$ cat src/rtl/security_lane_arbiter.sv
// security_lane_arbiter
// Arbitrates three passenger classes (VIP, crew, regular) onto one baggage
// scanner. VIP outranks crew, and crew outranks regular. A regular request
// that has lost AGE_LIMIT arbitrations in a row is served next.
// Optional build macro SCAN_TIMEOUT_EN: a scan is aborted after TIMEOUT
// SCAN-state cycles without scan_done, and timeout_err pulses in RELEASE.
// AGE_LIMIT must fit the 3-bit age counter (<= 7).
// TIMEOUT must fit the 5-bit scan counter (<= 31).
module security_lane_arbiter #(
    parameter int AGE_LIMIT = 4,
    parameter int TIMEOUT   = 16
) (
    input  logic       clk,
    input  logic       reset,
    input  logic [2:0] req,
    input  logic [7:0] bag_data,
    input  logic       scan_done,
    output logic [2:0] grant,
    output logic       scan_start,
    output logic [7:0] scan_data,
    output logic       busy,
    output logic       parity,
    output logic       starve_flag,
    output logic [7:0] served_count,
    output logic       timeout_err
);
    localparam logic [2:0] AGE_MAX = 3'(AGE_LIMIT);
    localparam logic [4:0] TO_MAX  = 5'(TIMEOUT);

    typedef enum logic [1:0] {IDLE, GRANT, SCAN, RELEASE} state_t;

    state_t     state_reg;
    logic [2:0] age_reg;
    logic [2:0] winner;
    logic [2:0] age_next;

`ifdef SCAN_TIMEOUT_EN
    logic [4:0] scan_cnt_reg;
`else
    // Without the timeout build the limit is meaningless; keep it referenced.
    logic unused_timeout;
    assign unused_timeout = ^TO_MAX;
    assign timeout_err    = 1'b0;
`endif

    // Winner among the requests sampled in IDLE; a starved regular request preempts all
    always_comb begin
        winner = 3'b000;
        if ((age_reg == AGE_MAX) && req[0])
            winner = 3'b001;
        else if (req[2])
            winner = 3'b100;
        else if (req[1])
            winner = 3'b010;
        else if (req[0])
            winner = 3'b001;
    end

    // Regular-class age: grows (saturating) only while regular requests and loses
    always_comb begin
        age_next = 3'd0;
        if (req[0] && !winner[0])
            age_next = (age_reg >= AGE_MAX) ? AGE_MAX : age_reg + 3'd1;
    end

    // Arbitration FSM; every output is a register updated with the state
    always_ff @(posedge clk or negedge reset) begin
        if (!reset) begin
            state_reg    <= IDLE;
            age_reg      <= 3'd0;
            grant        <= 3'b000;
            scan_start   <= 1'b0;
            scan_data    <= 8'h00;
            busy         <= 1'b0;
            parity       <= 1'b0;
            starve_flag  <= 1'b0;
            served_count <= 8'h00;
`ifdef SCAN_TIMEOUT_EN
            scan_cnt_reg <= 5'd0;
            timeout_err  <= 1'b0;
`endif
        end else begin
            scan_start <= 1'b0;
`ifdef SCAN_TIMEOUT_EN
            timeout_err <= 1'b0;
`endif
            case (state_reg)
                IDLE: begin
                    if (req != 3'b000) begin
                        state_reg   <= GRANT;
                        grant       <= winner;
                        scan_data   <= bag_data;
                        parity      <= ^bag_data;
                        scan_start  <= 1'b1;
                        busy        <= 1'b1;
                        age_reg     <= age_next;
                        starve_flag <= (age_next == AGE_MAX);
                    end
                end
                GRANT: begin
                    state_reg <= SCAN;
`ifdef SCAN_TIMEOUT_EN
                    scan_cnt_reg <= 5'd0;
`endif
                end
                SCAN: begin
                    // scan_done wins over a timeout that expires in the same cycle
                    if (scan_done) begin
                        state_reg    <= RELEASE;
                        grant        <= 3'b000;
                        served_count <= served_count + 8'd1;
                    end
`ifdef SCAN_TIMEOUT_EN
                    else if (scan_cnt_reg == TO_MAX) begin
                        state_reg   <= RELEASE;
                        grant       <= 3'b000;
                        timeout_err <= 1'b1;
                    end else begin
                        scan_cnt_reg <= scan_cnt_reg + 5'd1;
                    end
`endif
                end
                RELEASE: begin
                    state_reg <= IDLE;
                    busy      <= 1'b0;
                end
                default: begin
                    state_reg <= IDLE;
                    busy      <= 1'b0;
                    grant     <= 3'b000;
                end
            endcase
        end
    end

endmodule

$ cat config.mk
export PLATFORM = sky130hd
export DESIGN_NAME = security_lane_arbiter
export DESIGN_NICKNAME = d
export VERILOG_FILES = /design/src/rtl/security_lane_arbiter.sv
export SDC_FILE = /design/constraint.sdc
export NUM_CORES = 1
export LEC_CHECK = 0
export ABC_AREA = 1
export CAP_MARGIN = 20
export CORE_UTILIZATION = 40
export CTS_CLUSTER_SIZE = 20
export DETAILED_ROUTE_END_ITERATION = 10
export PLACE_DENSITY = 0.68
export SLEW_MARGIN = 25
export SYNTH_ARGS = -nofsm -noshare
export SYNTH_HDL_FRONTEND = slang
export SYNTH_SLANG_ARGS = --single-unit
$ cat constraint.sdc
create_clock -name clk -period 1.99 [get_ports clk]
set_input_delay 0.398 -clock clk [delete_from_list [all_inputs] [get_ports clk]]
set_output_delay 0.398 -clock clk [all_outputs]
set_load 0.01 [all_outputs]
==> impl_metrics.tcl, run 1 <==
set metrics [dict create \
    cts_root_buf "clkbuf_8" \
    drt-total-wl_um 2700 \
    synth.largest_area_cell "dfrtp_1" \
    setup_violations 0 \
    drive_above_1_share_pct 6.14 \
    post-route-drc-count 0 \
    grt_overflow 0 \
    synthesis.area_mm2 0.00148 \
    hp-class "input pin to asynchronous set/reset pin" \
    placed_cell_area_mm2 0.00190 \
    cts_resized 0 \
    grt_use_met3_pct 3.47 \
    yosysWarningCount 0 \
    grt_pass1_vias 1161 \
    cts_tree "done" \
    clock_latency_ns 0.27 \
    hpwl_um 2050 \
    slew_violations 0 \
    drtIter0Drc 32 \
    power_leakage_nw 1.02 \
    final_area_mm2 0.00197 \
    grt_max_degree 29 \
    antenna_found_initial 0 \
    clockBufferDepth 2 \
    status "completed" \
    syn_avg_cell_area_um2 7.85 \
    largestRegisters "scan_data: 8 flops, served_count: 8 flops" \
    synth_top_area_share_pct 47.5 \
    powerDensity_mw_per_mm2 1290 \
    cts_num_sinks 28 \
    most-common-layout-cells "71 x nand2_1, 36 x clkdlybuf4s50_1, 29 x inv_1, 28 x dfrtp_1, 16 x o21ai_0" \
    core_area_mm2 0.00344 \
    cp_slowest_cell "clkdlybuf4s50_1" \
    synthDistinctLibCells 23 \
    use_met1_pct 20.4 \
    boundaryPins 38 \
    initial_core_util_pct 42.9 \
    seq_area_um2 701 \
    fillers 343 \
    die_w_um 62.8 \
    htreeDepth 1 \
    crit_required_ns 1.59 \
    vias_per_cell 4.47 \
    ys_seq_area_share_pct 47.5 \
    path_buf_inv 1 \
    final_common_cell "nand2_1" \
    vias 1225 \
    use_met2_pct 26.0 \
    post_drt_wl_per_cell_um 9.84 \
    gr-usage-all-layers_pct 15.7 \
    cpPeakStageDelay_ns 0.56 \
    die_area_mm2 0.00394 \
    insertedDiodeCount 0 \
    finalHoldViolations 0 \
    worstPathCellList "clkdlybuf4s50_1" \
    max_cap_viol_count 0 \
    critPathArrivalTime_ns 1.26 \
    cts-hold-fix-buffers 0 \
    clk_pin_slew_ns 0.09 \
    synth_area_leaders "dfrtp_1 47%, nand2_1 18%, inv_1 7.4%, ha_1 5.9%, o21ai_0 5.4%" \
    crit_family "buffers and inverters" \
    critPathMaxFanout 4 \
    place.port_buffers 36 \
    final_antenna_net_count 0 \
    multi_input_area_um2 649 \
    gp_congestion 0.736 \
    ys_ff_latch 28 \
    grt_pass1_wl_um 4920 \
    rsz0062_at_grt "false" \
    crit_path_end_kind "primary output" \
    syn_nets 209 \
    busiest_layer "met2" \
    firstDrtPassIters 4 \
    vdd_drop_max_uv 483 \
    numCtsBuffers 3 \
    fin_nets 250 \
    fmax_ghz 0.604 \
    area_growth_pct 33.5 \
    hold_ws_ns 0.487 \
    finalCritPeriodShare_pct 83.3 \
    syn-instance-count 188 \
    cp-start-kind "register" \
    skew_ns 0.00117 \
    critPathKind "register to primary output" \
    min_period_ns 1.66 \
    post_cts_buffers 0 \
    row_count 21 \
    die_h_um 62.8 \
    tns_ns 0 \
]
-- cell usage after synthesis, drive strengths merged --
| cell | number |
|---|---|
| nand2 | 72 |
| inv | 29 |
| dfrtp | 28 |
| o21ai | 18 |
| nand3 | 10 |
| ha | 7 |
| nor2 | 7 |
| buf | 3 |
| nand4 | 3 |
| xnor2 | 3 |
| or2 | 2 |
| xor2 | 2 |
| a21oi | 1 |
| conb | 1 |
| mux2 | 1 |
| o211ai | 1 |
-- where the power goes --
| part | switching, mW | internal [mW] | total (mW) |
|---|---|---|---|
| Clock | 0.178 | 0.269 | 0.448 |
| Combinational | 0.549 | 0.580 | 1.13 |
| Sequential | 0.171 | 0.796 | 0.967 |
-- routing by layer --
layer  vias to the layer above  wire length (um)  part of all wire (%)
met5                         -                 0                     0
li1                        657                 -                     -
met1                       532              1310                    49
met3                         5               140                   5.2
met4                         0                42                   1.6
met2                        31              1200                    44
-- per-stage QoR --
step,util (%),worst slack (ns),total power [mW],std cells
2_1_floorplan,-,0.574,1.56,188
3_3_place_gp,55.2,0.329,2.09,270
3_5_place_dp,55.2,0.293,2.12,270
4_1_cts,57.3,0.325,2.57,274
5_1_grt,57.3,0.242,2.76,274
6_report,57.3,0.333,2.54,274
-- final cells by class --
type / count / area share (%)
flip-flops and latches: 28 / 35.6
multi-input cells: 128 / 33.0
repair buffers: 39 / 19.4
inverters: 29 / 5.52
well taps: 46 / 2.92
clock buffers: 3 / 2.10
clock inverters: 1 / 1.52
-- logic make-up after synthesis --
family | Yosys count | share of synthesized area, %
AO/OA/AOI/OAI | 20 | 7.29
XOR/XNOR | 5 | 2.97
adder cells (fa/ha/maj) | 7 | 5.93
buffers and inverters | 32 | 8.56
flip-flops | 28 | 47.5
multiplexers | 1 | 0.763
other | 1 | 0.254
AND/OR/NAND/NOR | 94 | 26.8
-- path summary, 6_finish.rpt --
kind                                      start         endpoint  slack [ns]  depth (start not counted)
worst min-delay path                      reset         grant[2]        0.49                          2
worst max-delay path            served_count[3]  served_count[3]        0.33                          1
min in group clk                    starve_flag      starve_flag        0.49                          2
worst min register to register      starve_flag      starve_flag        0.49                          2
worst max register to register     state_reg[0]  served_count[5]        0.43                          8
max in group asynchronous                 reset  served_count[1]        1.24                          2
No activity file was read; power rests on OpenSTA's default activity.
==> run 2: changes to the inputs <==
Settings changed: PLACE_DENSITY 0.68 to 0.7.
Clock period 1.99 ns to 1.4 ns, I/O delays scaled along.
==> run 2 against run 1 <==
Cell area increased by 9.1%; clock power increased by 43%; sequential power increased by 37%; via count increased by 7.3%; die area unchanged; setup slack got worse by 0.32 ns; core utilization increased by 5.2 points; power increased by 50%; wire length increased by 3.4%; critical endpoint is now state_reg[0]; largest power group unchanged.
==> impl_metrics.tcl, run 2 (synthesis gave the netlist of run 1 again) <==
set metrics [dict create \
    firstDrtPassIters 4 \
    grt_max_degree 29 \
    grt_use_met3_pct 2.37 \
    drive_above_1_share_pct 16.1 \
    row_count 21 \
    initial_core_util_pct 42.9 \
    antenna_found_initial 0 \
    slew_violations 0 \
    numCtsBuffers 3 \
    ff2ff_path_depth 8 \
    powerDensity_mw_per_mm2 1770 \
    post-route-drc-count 0 \
    status "completed" \
    die_w_um 62.8 \
    finalCritPeriodShare_pct 99.2 \
    cts_root_buf "clkbuf_8" \
    finalPower_mw 3.81 \
    max_cap_viol_count 0 \
    boundaryPins 38 \
    fmax_ghz 0.720 \
    gr-usage-all-layers_pct 15.4 \
    place.port_buffers 36 \
    clock_latency_ns 0.28 \
    gp_congestion 0.721 \
    post_drt_wl_per_cell_um 9.46 \
    core_area_mm2 0.00344 \
    busiest_layer "met2" \
    final_antenna_net_count 0 \
    vias 1315 \
    most-common-layout-cells "71 x nand2_1, 28 x dfrtp_1, 26 x inv_1, 23 x dlygate4sd2_1, 22 x buf_4" \
    drtIter0Drc 46 \
    grt_pass1_wl_um 4930 \
    cts_num_sinks 28 \
    use_met1_pct 20.1 \
    finalHoldViolations 0 \
    htreeDepth 1 \
    rsz0062_at_grt "true" \
    tns_ns 0 \
    seq_area_um2 701 \
    die_area_mm2 0.00394 \
    grt_pass1_vias 1198 \
    clk_pin_slew_ns 0.10 \
    crit_required_ns 1.57 \
    fillers 331 \
    power_leakage_nw 1.18 \
    r2r_end "state_reg[0]" \
    rrSetupSlack_ns 0.01 \
    skew_ns 0.00672 \
    hold_ws_ns 0.346 \
    critPathArrivalTime_ns 1.56 \
    reg2reg_from "state_reg[0]" \
    setup_violations 0 \
    largestRegisters "scan_data: 8 flops, served_count: 8 flops" \
    hp-class "input pin to asynchronous set/reset pin" \
    utilization_pct 62.5 \
    cp-start-kind "register" \
    clockBufferDepth 2 \
    use_met2_pct 26.6 \
    fin_nets 271 \
    critPathMaxFanout 4 \
    drt-total-wl_um 2790 \
    min_period_ns 1.39 \
    die_h_um 62.8 \
    vias_per_cell 4.46 \
    grt_overflow 0 \
    crit_path_end_kind "register" \
    area_growth_pct 45.7 \
    critPathKind "register to register" \
    multi_input_area_um2 684 \
    hpwl_um 2020 \
    cts_tree "done" \
    insertedDiodeCount 0 \
    vdd_drop_max_uv 752 \
    final_common_cell "nand2_1" \
]
==> run 2: repair_timing <==
action / CTS / global route
setup endpoints to repair: 32 / 20
hold buffers: 0 / 0
resized for setup: 25 / 11
gates cloned: 0 / 0
setup buffers: 6 / 3
pin swaps: 0 / 4
==> run 2: worst max path at each step <==
stage,start,endpoint,cells after the start,slack (ns)
after floorplan,state_reg[0],served_count[5],8,0.01
after global placement,req[2],scan_data[1],7,-0.13
after detailed placement,scan_done,served_count[5],7,-0.14
after CTS,state_reg[1],state_reg[0],7,0.004
after global routing,state_reg[0],grant[2],7,-0.10
final,state_reg[0],state_reg[0],8,0.01
==> run 2: power breakdown <==
part / switching, mW / total, mW / internal, mW
clock: 0.256 / 0.639 / 0.383
sequential: 0.185 / 1.32 / 1.13
combinational: 0.932 / 1.86 / 0.923
total: 1.37 / 3.81 / 2.44
==> run 2: area by class of cell <==
| type | instances | area share, % |
|---|---|---|
| flip-flops and latches | 28 | 32.6 |
| clock buffers | 3 | 1.92 |
| inverters | 29 | 5.06 |
| well taps | 46 | 2.68 |
| repair buffers | 60 | 24.5 |
| multi-input cells | 128 | 31.8 |
| clock inverters | 1 | 1.40 |
==> run 2: per-stage QoR <==
stage                     instance area, um2  setup WS (ns)  cells
after floorplan                         1480         0.0146    188
final                                   2150         0.0109    295
after global routing                    2150         -0.104    295
after global placement                  2000         -0.126    282
after CTS                               2100        0.00386    292
after detailed placement                2000         -0.143    282
==> run 2: worst max-delay path, cell delays in order (launching register included) <==
cell and delay [ns]:
dfrtp_1 0.40, inv_2 0.10, buf_4 0.13, ha_4 0.15, nand4_1 0.18, nand2_1 0.13
inv_2 0.05, o21ai_0 0.06, o21ai_1 0.08
==> run 2: routing by layer <==
layer	vias up	part of all wire (%)
li1	701	-
met1	576	49
met2	34	46
met3	4	3.5
met4	0	0.97
met5	-	0
